--- config.mk ---
export PLATFORM = sky130hd
export DESIGN_NAME = imem_loader
export DESIGN_NICKNAME = d
export VERILOG_FILES = /design/src/rtl/loader_pkg.sv /design/src/rtl/word_packer.sv /design/src/rtl/imem_loader.sv
export SDC_FILE = /design/constraint.sdc
export NUM_CORES = 1
export LEC_CHECK = 0
export BUFFER_PORTS_ARGS = -buffer_cell sky130_fd_sc_hd__buf_2
export CORE_ASPECT_RATIO = 0.8
export CORE_UTILIZATION = 61
export CTS_CLUSTER_DIAMETER = 30
export DETAILED_ROUTE_END_ITERATION = 6
export GPL_TIMING_DRIVEN = 0
export HOLD_SLACK_MARGIN = 0.02
export PLACE_DENSITY = 0.84
export SETUP_SLACK_MARGIN = 0.5
export SLEW_MARGIN = 0
export SYNTH_ARGS = -nofsm -noshare
export SYNTH_HDL_FRONTEND = slang
export SYNTH_SLANG_ARGS = --single-unit
--- constraint.sdc ---
create_clock -name clk -period 5.95 [get_ports clk]
set_clock_uncertainty 0.1 [all_clocks]
set_input_delay 0.8925 -clock clk [delete_from_list [all_inputs] [get_ports clk]]
set_output_delay 0.8925 -clock clk [all_outputs]
set_load 0.01 [all_outputs]
--- src/rtl/loader_pkg.sv ---
// Shared types and constants for the instruction-memory boot loader.
package loader_pkg;

    typedef enum logic [2:0] {
        LEN_LO,
        LEN_HI,
        DATA,
        CHECK,
        DONE,
        ERR
    } state_t;

    localparam int unsigned LEN_BYTES  = 2;
    localparam int unsigned WORD_BYTES = 4;
    localparam int unsigned BYTE_W     = 8;
    localparam int unsigned WORD_W     = WORD_BYTES * BYTE_W;
    localparam int unsigned LEN_W      = LEN_BYTES * BYTE_W;

endpackage

--- src/rtl/word_packer.sv ---
// Assembles little-endian 32-bit words from a byte stream; flags the byte completing each word.
module word_packer
    import loader_pkg::*;
(
    input  logic              clk,
    input  logic              reset,
    input  logic              clear,
    input  logic              byte_valid,
    input  logic [BYTE_W-1:0] byte_in,
    output logic [WORD_W-1:0] word_c,
    output logic              word_done_c
);

    localparam int unsigned IDX_W   = $clog2(WORD_BYTES);
    localparam int unsigned SHIFT_W = WORD_W - BYTE_W;

    logic [IDX_W-1:0]   byte_idx;
    logic [SHIFT_W-1:0] shift;

    // First three bytes sit in shift; the fourth arrives live on byte_in.
    assign word_c      = {byte_in, shift};
    assign word_done_c = byte_valid && (byte_idx == IDX_W'(WORD_BYTES - 1));

    always_ff @(posedge clk) begin
        if (reset || clear) begin
            byte_idx <= '0;
            shift    <= '0;
        end else if (byte_valid) begin
            byte_idx <= byte_idx + IDX_W'(1);
            shift    <= {byte_in, shift[SHIFT_W-1:BYTE_W]};
        end
    end

endmodule

--- src/rtl/imem_loader.sv ---
// Boot loader: parses a length/payload/checksum frame, writes instruction memory,
// and releases the core from reset only after a clean load.
module imem_loader
    import loader_pkg::*;
#(
    parameter int unsigned ADDR_W = 8
) (
    input  logic              clk,
    input  logic              reset,
    input  logic              load_req,
    input  logic [BYTE_W-1:0] in_data,
    input  logic              in_valid,
    output logic              in_ready,
    output logic              imem_we,
    output logic [ADDR_W-1:0] imem_addr,
    output logic [WORD_W-1:0] imem_wdata,
    output logic              core_reset,
    output logic              done,
    output logic              error
);

    localparam int unsigned CNT_W = LEN_W + 1;
    localparam int unsigned IDX_W = ADDR_W + 1;
    localparam logic [CNT_W-1:0] CAPACITY = CNT_W'(1) << ADDR_W;

    state_t              state;
    logic [LEN_W-1:0]    count;
    logic [IDX_W-1:0]    word_idx;
    logic [BYTE_W-1:0]   csum;
    logic [LEN_W-1:0]    len_full;
    logic                accept;
    logic                data_byte;
    logic                last_word;
    logic [WORD_W-1:0]   word_c;
    logic                word_done_c;

    assign in_ready  = (state inside {LEN_LO, LEN_HI, DATA, CHECK}) && !load_req;
    assign accept    = in_valid && in_ready;
    assign data_byte = accept && (state == DATA);
    assign len_full  = {in_data, count[BYTE_W-1:0]};
    assign last_word = (CNT_W'(word_idx) + CNT_W'(1)) == CNT_W'(count);

    word_packer u_packer (
        .clk         (clk),
        .reset       (reset),
        .clear       (load_req),
        .byte_valid  (data_byte),
        .byte_in     (in_data),
        .word_c      (word_c),
        .word_done_c (word_done_c)
    );

    // Frame FSM with registered write port and status outputs.
    always_ff @(posedge clk) begin
        if (reset) begin
            state      <= LEN_LO;
            count      <= '0;
            word_idx   <= '0;
            csum       <= '0;
            imem_we    <= 1'b0;
            imem_addr  <= '0;
            imem_wdata <= '0;
            core_reset <= 1'b1;
            done       <= 1'b0;
            error      <= 1'b0;
        end else if (load_req) begin
            state      <= LEN_LO;
            word_idx   <= '0;
            csum       <= '0;
            imem_we    <= 1'b0;
            core_reset <= 1'b1;
            done       <= 1'b0;
            error      <= 1'b0;
        end else begin
            imem_we <= 1'b0;
            if (word_done_c) begin
                imem_we    <= 1'b1;
                imem_addr  <= word_idx[ADDR_W-1:0];
                imem_wdata <= word_c;
                word_idx   <= word_idx + IDX_W'(1);
            end
            if (accept) begin
                case (state)
                    LEN_LO: begin
                        count[BYTE_W-1:0] <= in_data;
                        state             <= LEN_HI;
                    end
                    LEN_HI: begin
                        count[LEN_W-1:BYTE_W] <= in_data;
                        if (CNT_W'(len_full) > CAPACITY) begin
                            state <= ERR;
                            error <= 1'b1;
                        end else if (len_full == '0) begin
                            state <= CHECK;
                        end else begin
                            state <= DATA;
                        end
                    end
                    DATA: begin
                        csum <= csum ^ in_data;
                        if (word_done_c && last_word) begin
                            state <= CHECK;
                        end
                    end
                    CHECK: begin
                        if (in_data == csum) begin
                            state      <= DONE;
                            done       <= 1'b1;
                            core_reset <= 1'b0;
                        end else begin
                            state <= ERR;
                            error <= 1'b1;
                        end
                    end
                    default: begin
                    end
                endcase
            end
        end
    end

endmodule
==> qor.yml, run 1 <==
status:
  outcome: "completed"
timing:
  fin_crit_sh: 0.4570
  rsz0062_at_grt: "false"
  post-route-min-period_ps: 2719
  final.setup.tns_ps: 0
  maxSlewViolCount: 0
  hold_violations: 0
  worstMarginPinSlew_ps: 800.1
  slew_headroom: 0.4637
  fmax_mhz: 367.7
  setup_viol: 0
power_and_ir_drop:
  combPwrFrac: 0.047
  swShare: 0.2425
  ir_drop_uv: 177.9
  p_clk_frac: 0.346
  p_leak_nw: 1.785
  p_int_uw: 895.2
  power.switching_uw: 286.5
  power.density_nw_per_um2: 248.4
  finalPower_mw: 1.182
  seqPwrFrac: 0.607
worst_setup_path:
  crit_type: "input port to flop"
  critical_path.slowest_cell: "nor3_4"
  cp_num_buf_inv: 4
  critical-path-top-delay-family: "simple AND/OR/NAND/NOR gates"
  cp.required_ps: 6100
  crit_path_frequent_cell: "buf_2"
  cp-end-kind: "flop"
  crit_fanout: 10
  cp_cell_sequence: "buf_2 -> or3b_1 -> buf_2 -> nor3_4 -> nand2_1 -> clkbuf_1 -> buf_2 -> nand2_1 -> a21oi_1"
  start_kind: "input port"
  crit_path_max_incr_delay_ps: 370
  arrival_ps: 2870
die:
  fp.dieH_um: 76.19
  core_area_sq_um: 6506
  die_width_um: 94.74
  start_util: 0.6450
  die_area_sq_um: 7217
  row_count: 26
  ioPinCount: 57
detailed_routing:
  drt_wl_total_um: 9728
  avgRoutedWirePerCell_um: 14.50
  ant_nets: 0
  vias_per_cell: 5.504
  first_pass_iters: 4
  dr_total_vias: 3693
  drtIter0Drc: 228
  drc: 0
cells_and_area:
  final_area_sq_um: 4757
  num_antenna_cells: 0
  drive_above_1_share: 0.1499
  n_fill_cell: 517
  final_nets: 597
  final_core_util: 0.7312
  area_growth_pct: 13.36
logic_synthesis:
  synth_cell_types: 40
  syn_area_sq_um: 4197
  synth_top_flop_cell: "dfxtp_1"
  synth_cells: 516
  synth_nets: 530
  synth-seq-area-share: 0.5057
  ys_ff_latch: 106
  synth_enable_flop_cells: 0
  avgSynthCellArea_sq_um: 8.133
  async_reset_ff_frac: 0
  synth_warnings: 0
place:
  gp_congestion: 0.8713
  placed_area_sq_um: 4582
  hpwl_um: 6960
  portBuffers: 56
grt:
  grt_pass1_vias: 3430
  grt_overflow: 0
  grt_pass1_wl_um: 16500
  antenna_found_initial: 0
  grt_max_degree: 18
  grt_util_all_layers: 0.2967
clock_tree:
  numCtsBuffers: 9
  ctsHoldBuffers: 0
  cts_tree: "done"
  cts_buffer_depth: 2
  clockRootBuffer: "clkbuf_8"
  cts_setup_buffers: 0
  cts_resized: 0
  h-tree-depth: 3
  clock_latency_ps: 380
  clk_pin_slew_ps: 90
  numClockSinks: 106
hold_path:
  hp-class: "flop to flop"
run:
  drv_cap: 0
==> final timing paths <==
kind	to	startpoint	slack, ps	cells after the start
min reg2reg	imem_addr[7]	imem_addr[7]	350	2
max reg2reg	imem_wdata[27]	state[2]	3470	8
min	imem_addr[7]	imem_addr[7]	350	2
max	imem_wdata[27]	load_req	3230	9
==> Yosys cell counts (6+ instances only) <==
cell      count  area (sq um)
dfxtp_1     106          2122
nand2_1     148         555.5
a21oi_1      81         405.4
buf_2         6         30.03
clkbuf_1     24         90.09
xor2_1       19         166.4
mux2i_1       8         80.08
xnor2_1      11         96.34
nor2_1       33         123.9
o21ai_0       7         35.03
nand3_1      15         75.07
or3_1         6         37.54
==> flip-flops by register name, indices dropped and copies added, names as in the netlist <==
signal,count
state,3
imem_wdata,32
imem_we,1
done,1
count,16
error,1
u_packer.shift,24
core_reset,1
word_idx,9
csum,8
imem_addr,8
u_packer.byte_idx,2
==> power groups by stage <==
stage	clock [mW]	sequential [mW]	combinational, mW
after floorplan	0	0.732	0.0347
after global placement	0	0.733	0.0529
after detailed placement	0	0.733	0.0540
after CTS	0.411	0.717	0.0553
after global routing	0.445	0.718	0.0614
final	0.409	0.717	0.0561
==> per-stage QoR <==
step	hold WS, ps	std cells	setup WS, ps
after floorplan	330.8	516	3454
after global placement	339.2	656	2884
after detailed placement	344.1	656	2866
after CTS	356.8	671	3263
after global routing	379.1	671	3090
final	354.2	671	3231
==> cell families (layout without fill, tap and decap cells) <==
| kind of cell | after synthesis | after routing | share of synthesized area |
|---|---|---|---|
| simple gates | 230 | 230 | 0.2349 |
| flops | 106 | 106 | 0.5057 |
| compound gates | 100 | 100 | 0.1279 |
| buf+inv | 39 | 110 | 0.04115 |
| xor+xnor | 30 | 30 | 0.06261 |
| mux | 9 | 9 | 0.02177 |
| fa+ha+maj | 2 | 2 | 0.005962 |
==> per-layer routing <==
layer  share of wire  track usage  up-vias
met1            0.46       0.4134     1713
met3           0.077      0.08683        9
li1                -            -     1845
met5               0            0        -
met4          0.0090      0.08485        0
met2            0.45       0.4453      126
==> tightest hold or removal path, cell delays in order (launching register included) <==
cell and delay [ps]:
dfxtp_1 320, nand2_1 50, a21oi_1 50
==> layout by cell type, fill, tap and decap left out, drive strengths merged, types with 11 or more instances in the layout <==
cell    count
nand2     148
dfxtp     106
a21oi      81
buf        67
clkbuf     34
nor2       33
xor2       19
nand3      15
xnor2      11
==> layout make-up <==
cell class,instances,area [sq um],area share
buffer,35,157.7,0.03314
clock buffer,10,137.6,0.02893
clock inverter,5,37.54,0.007891
inverter,4,15.01,0.003156
multi-input combinational,371,1902,0.3998
sequential,106,2122,0.4461
tap,84,105.1,0.02209
timing repair buffer,56,280.3,0.05892
(Power assumes the default switching activity.)
==> run 2: changes to the inputs <==
Settings changed: CORE_UTILIZATION 61 to 51, PLACE_DENSITY 0.84 to 0.75.
Clock period 5.95 ns to 2.35 ns, I/O delays scaled along.
==> qor.yml, run 2 (synthesis results as in run 1) <==
detailed_routing:
  first_pass_iters: 6  # +2
  drc: 0  # unchanged
  drt_wl_total_um: 13700  # +41%
  drtIter0Drc: 376  # +65%
  avgRoutedWirePerCell_um: 18.72  # +29%
  vias_per_cell: 5.803  # +5.4%
  ant_nets: 0  # unchanged
  dr_total_vias: 4248  # +15%
clock_tree:
  numCtsBuffers: 9  # unchanged
  numClockSinks: 106  # unchanged
  clock_latency_ps: 390  # about the same
  cts_buffer_depth: 2  # unchanged
  clk_pin_slew_ps: 110  # +20 ps
  cts_tree: "done"
  ctsHoldBuffers: 0  # unchanged
  clockRootBuffer: "clkbuf_8"
  h-tree-depth: 3  # unchanged
timing:
  worstMarginPinSlew_ps: 787.7  # -12.46 ps
  post-route-min-period_ps: 2121
  fin_crit_sh: 0.9024
  fmax_mhz: 471.5
  slew_headroom: 0.4749  # +0.01121
  rsz0062_at_grt: "true"
  maxSlewViolCount: 0  # unchanged
  hold_slack_ps: 190.9  # -163.3 ps
  setup_viol: 0  # unchanged
  final.setup.tns_ps: 0  # unchanged
  hold_violations: 0  # unchanged
worst_setup_path:
  cp.required_ps: 2570  # -3530 ps
  r2r_cells: 7  # -1
  arrival_ps: 2340  # -530 ps
  cp-end-kind: "flop"
  crit_fanout: 7  # -3
  crit_type: "flop to flop"
  start_kind: "flop"
  rrSetupSlack_ps: 230  # -3240 ps
  r2r_start: "word_idx[1]"
  r2r-end: "state[0]"
grt:
  grt_overflow: 0  # unchanged
  antenna_found_initial: 0  # unchanged
  grt_pass1_wl_um: 17200  # +4.2%
  grt_pass1_vias: 3444  # +0.41%
  grt_util_all_layers: 0.2594  # -0.03734
  grt_max_degree: 19  # +1
cells_and_area:
  area_growth_pct: 44.04
  drive_above_1_share: 0.3974  # +0.2475
  instances_no_fill: 732  # +9.1%
  largest_register: "imem_wdata"
  final_cell_mix: "dfxtp_1, nand2_1, buf_2"
  final_nets: 633  # +6.0%
  largest_register_ffs: 32  # unchanged
  num_antenna_cells: 0  # unchanged
  largestRegisters: "imem_wdata (32), u_packer.shift (24), count (16)"
  layout_commonest_cell: "dfxtp_1"
place:
  hpwl_um: 6932  # -0.40%
  portBuffers: 56  # unchanged
  gp_congestion: 0.8612  # -1.2%
  place_inst: 680  # +3.7%
status:
  outcome: "completed"
power_and_ir_drop:
  ir_drop_uv: 381.5  # +110%
  power.density_nw_per_um2: 534.3  # +120%
  p_leak_nw: 2.392  # +34%
run:
  drv_cap: 0  # unchanged
hold_path:
  hold_end: "imem_wdata[27]"
  hold_start: "in_data[3]"
  hold_depth: 3  # +1
  hp-class: "input port to flop"
die:
  die_width_um: 103.4  # +9.2%
  ioPinCount: 57  # unchanged
  core_area_sq_um: 7946  # +22%
  fp.dieH_um: 83.14  # +9.1%
  die_area_sq_um: 8597  # +19%
  start_util: 0.5281  # -0.1169
  row_count: 29  # +12%
==> run 2: changes by cell type in the layout (fill, tap and decap cells not counted), moves of 4 or more <==
| cell | previous run | this run |
|---|---|---|
| a21oi_1 | 81 | 42 |
| a21oi_2 | 0 | 39 |
| buf_2 | 62 | 56 |
| buf_4 | 5 | 10 |
| buf_6 | 0 | 18 |
| buf_8 | 0 | 12 |
| clkbuf_1 | 24 | 16 |
| clkbuf_16 | 0 | 6 |
| nand2_1 | 148 | 87 |
| nand2_2 | 0 | 27 |
| nand2_4 | 0 | 33 |
| o21ai_0 | 7 | 2 |
| o21ai_1 | 1 | 5 |
==> run 2: timing repair <==
action                                  CTS  global route
pin swaps                                46            42
resized for setup                        81           137
endpoints found under the hold margin     0             0
buffers inserted                          9            17
gates cloned                              4             6
endpoints found under the setup margin   97           106
==> run 2: worst max-delay path by stage <==
stage / startpoint / to / slack, ps / cells after the start
6_report: word_idx[1] / state[0] / 230 / 7
5_1_grt: word_idx[1] / state[0] / 140 / 7
4_1_cts: state[2] / imem_addr[7] / 360 / 9
3_5_place_dp: load_req / word_idx[6] / 90 / 8
3_3_place_gp: load_req / imem_addr[7] / 130 / 9
2_1_floorplan: load_req / word_idx[4] / 430 / 8
==> run 2: metal layers <==
metal / wire length, um / vias to the layer above / GRT usage
met4: 461 / 0 / 0.05762
met1: 5660 / 2038 / 0.3844
met2: 6446 / 240 / 0.3805
met5: 0 / - / 0
met3: 1135 / 54 / 0.06145
li1: - / 1916 / -
==> run 2: cell type report <==
cell class,instances,area [sq um]
buffer,35,307.8
clock inverter,6,75.07
timing repair buffer,92,784.5
tap,108,135.1
multi-input combinational,371,2465
clock buffer,10,137.6
fill,512,1902
sequential,106,2125
inverter,4,15.01
==> run 2: report_power, final <==
group	internal, mW	switching [mW]	leakage (nW)
Clock	0.535	0.670	0.105
Combinational	0.0766	0.129	1.43
Sequential	1.81	0.0131	0.856
Total	2.42	0.812	2.39
==> run 2: critical path, stage by stage (launching register included) <==
cell and delay (ps):
dfxtp_1 450, ha_1 360, nor2b_1 230, a31oi_1 120, nor4b_2 270, o2111ai_1 180, o21ai_1 160, and3_1 180
==> run 2: through the flow <==
stage,power [mW],utilization,setup WS [ps],cell area [sq um]
after detailed placement,1.996,0.5872,91.92,4666
after floorplan,1.943,-,432.0,4250
after CTS,3.149,0.6635,362.4,5273
after global placement,1.994,0.5872,127.0,4666
after global routing,3.313,0.7607,144.8,6045
final,3.229,0.7607,229.3,6045
==> run 3: changes to the inputs <==
Settings changed: CORE_MARGIN set to 3, CORE_UTILIZATION 51 to 50, PLACE_DENSITY 0.75 to 0.74.
==> qor.yml, run 3 (synthesis results as in run 1) <==
cells_and_area:
  final_cell_mix: "nand2_1, dfxtp_1, buf_2"
  layout_commonest_cell: "nand2_1"
  multi_input_area_sq_um: 2302  # -6.6%
  final_nets: 624  # -1.4%
  final_core_util: 0.7010  # -0.05967
  largest_register: "imem_wdata"
  area_growth_pct: 34.56
  regArea_sq_um: 2127  # +0.12%
  largest_register_ffs: 32  # unchanged
  num_antenna_cells: 0  # unchanged
  final_area_sq_um: 5647  # -6.6%
  largestRegisters: "imem_wdata (32), u_packer.shift (24), count (16)"
  n_fill_cell: 627  # +22%
  instances_no_fill: 723  # -1.2%
  drive_above_1_share: 0.3220  # -0.07548
timing:
  hold_slack_ps: 225.0  # +34.12 ps
  maxSlewViolCount: 0  # unchanged
  finalWorstSetupSlack_ps: 293.7  # +64.37 ps
  post-route-min-period_ps: 2056  # -64.37 ps
  fmax_mhz: 486.3  # +3.1%
  rsz0062_at_grt: "true"
  fin_crit_sh: 0.8750  # -0.02739
  worstMarginPinSlew_ps: 731.1  # -56.60 ps
  final.setup.tns_ps: 0  # unchanged
  setup_viol: 0  # unchanged
  slew_headroom: 0.5126  # +0.03773
  hold_violations: 0  # unchanged
grt:
  grt_pass1_vias: 3318  # -3.7%
  met1_usage: 0.3026  # -0.08180
  use_met2: 0.3393  # -0.04118
  antenna_found_initial: 0  # unchanged
  use_met3: 0.04495  # -0.01650
  top_usage_layer: "met2"
  grt_pass1_wl_um: 16110  # -6.3%
  grt_max_degree: 17  # -2
  grt_overflow: 0  # unchanged
  grt_util_all_layers: 0.2142  # -0.04513
place:
  pre_cts_ws_ps: 66.81  # -25.11 ps
  place_inst: 680  # unchanged
  hpwl_um: 7166  # +3.4%
  portBuffers: 56  # unchanged
  gp_congestion: 0.8535  # -0.89%
  placed_area_sq_um: 4666  # unchanged
detailed_routing:
  ant_nets: 0  # unchanged
  first_pass_iters: 5  # -1
  vias_per_cell: 5.480  # -5.6%
  drc: 0  # unchanged
  drt_wl_total_um: 11910  # -13%
  drtIter0Drc: 245  # -35%
  avgRoutedWirePerCell_um: 16.47  # -12%
  dr_total_vias: 3962  # -6.7%
clock_tree:
  clk_pin_slew_ps: 100  # about the same
  clockRootBuffer: "clkbuf_8"
  h-tree-depth: 3  # unchanged
  ctsHoldBuffers: 0  # unchanged
  cts_tree: "done"
  clock_latency_ps: 360  # -30 ps
  numClockSinks: 106  # unchanged
  numCtsBuffers: 9  # unchanged
  cts_buffer_depth: 2  # unchanged
worst_setup_path:
  crit_fanout: 7  # unchanged
  cp.required_ps: 2470  # -100 ps
  cp-end-kind: "flop"
  r2r_cells: 7  # unchanged
  crit_type: "flop to flop"
  arrival_ps: 2180  # -160 ps
  start_kind: "flop"
die:
  core_area_sq_um: 8055  # +1.4%
  die_area_sq_um: 9535  # +11%
  fp.dieH_um: 87.94  # +5.8%
  ioPinCount: 57  # unchanged
  die_width_um: 108.4  # +4.8%
  row_count: 29  # unchanged
  start_util: 0.5210  # -0.007137
hold_path:
  hold_depth: 3  # unchanged
  hp-class: "input port to flop"
power_and_ir_drop:
  power.density_nw_per_um2: 555.7  # +4.0%
  finalPower_mw: 3.138  # -2.8%
  ir_drop_uv: 418.6  # +9.7%
  p_leak_nw: 2.164  # -9.5%
run:
  drv_cap: 0  # unchanged
status:
  outcome: "completed"
==> run 3: changes by cell type in the layout (fill, tap and decap cells not counted), moves of 6 or more <==
cell,before,now
buf_4,10,17
nand2_1,87,114
buf_8,12,5
nand2_2,27,5
buf_6,18,12
a21oi_2,39,26
a21oi_1,42,55
==> run 3: layout make-up <==
class | count | area share
Sequential cell | 106 | 0.3767
Timing Repair Buffer | 83 | 0.1019
Inverter | 4 | 0.002659
Tap cell | 108 | 0.02393
Multi-Input combinational cell | 371 | 0.4077
Buffer | 35 | 0.05251
Clock inverter | 5 | 0.009528
Clock buffer | 11 | 0.02504
==> run 3: where the power goes <==
part	leakage, nW	internal, mW	switching, mW
registers	0.856	1.80	0.0134
clock network	0.103	0.520	0.600
logic	1.21	0.0787	0.122
total	2.16	2.40	0.735
==> run 3: worst max-delay path, stage by stage (launching register included) <==
cell	delay, ps
dfxtp_2	330
or3b_4	370
buf_6	140
nor3_4	240
nand2_2	190
clkbuf_8	200
o21ai_0	240
a21oi_1	120
==> run 3: worst paths after layout <==
path / from / endpoint / slack (ps)
setup / recovery: state[2] / word_idx[3] / 290
hold / removal: in_data[5] / imem_wdata[29] / 230
setup reg to reg: state[2] / word_idx[3] / 290
hold reg to reg: imem_addr[2] / imem_addr[2] / 350
==> run 3: per-layer routing <==
metal | vias to the layer above | part of all wire
met3 | 24 | 0.064
met2 | 152 | 0.48
met4 | 0 | 0.019
met1 | 1891 | 0.44
li1 | 1895 | -
met5 | - | 0
==> run 3: what timing repair did <==
item | in CTS | in global routing
setup buffers | 6 | 17
setup endpoints to repair | 99 | 104
resized for setup | 18 | 131
pin swaps | 4 | 52
gates cloned | 1 | 3
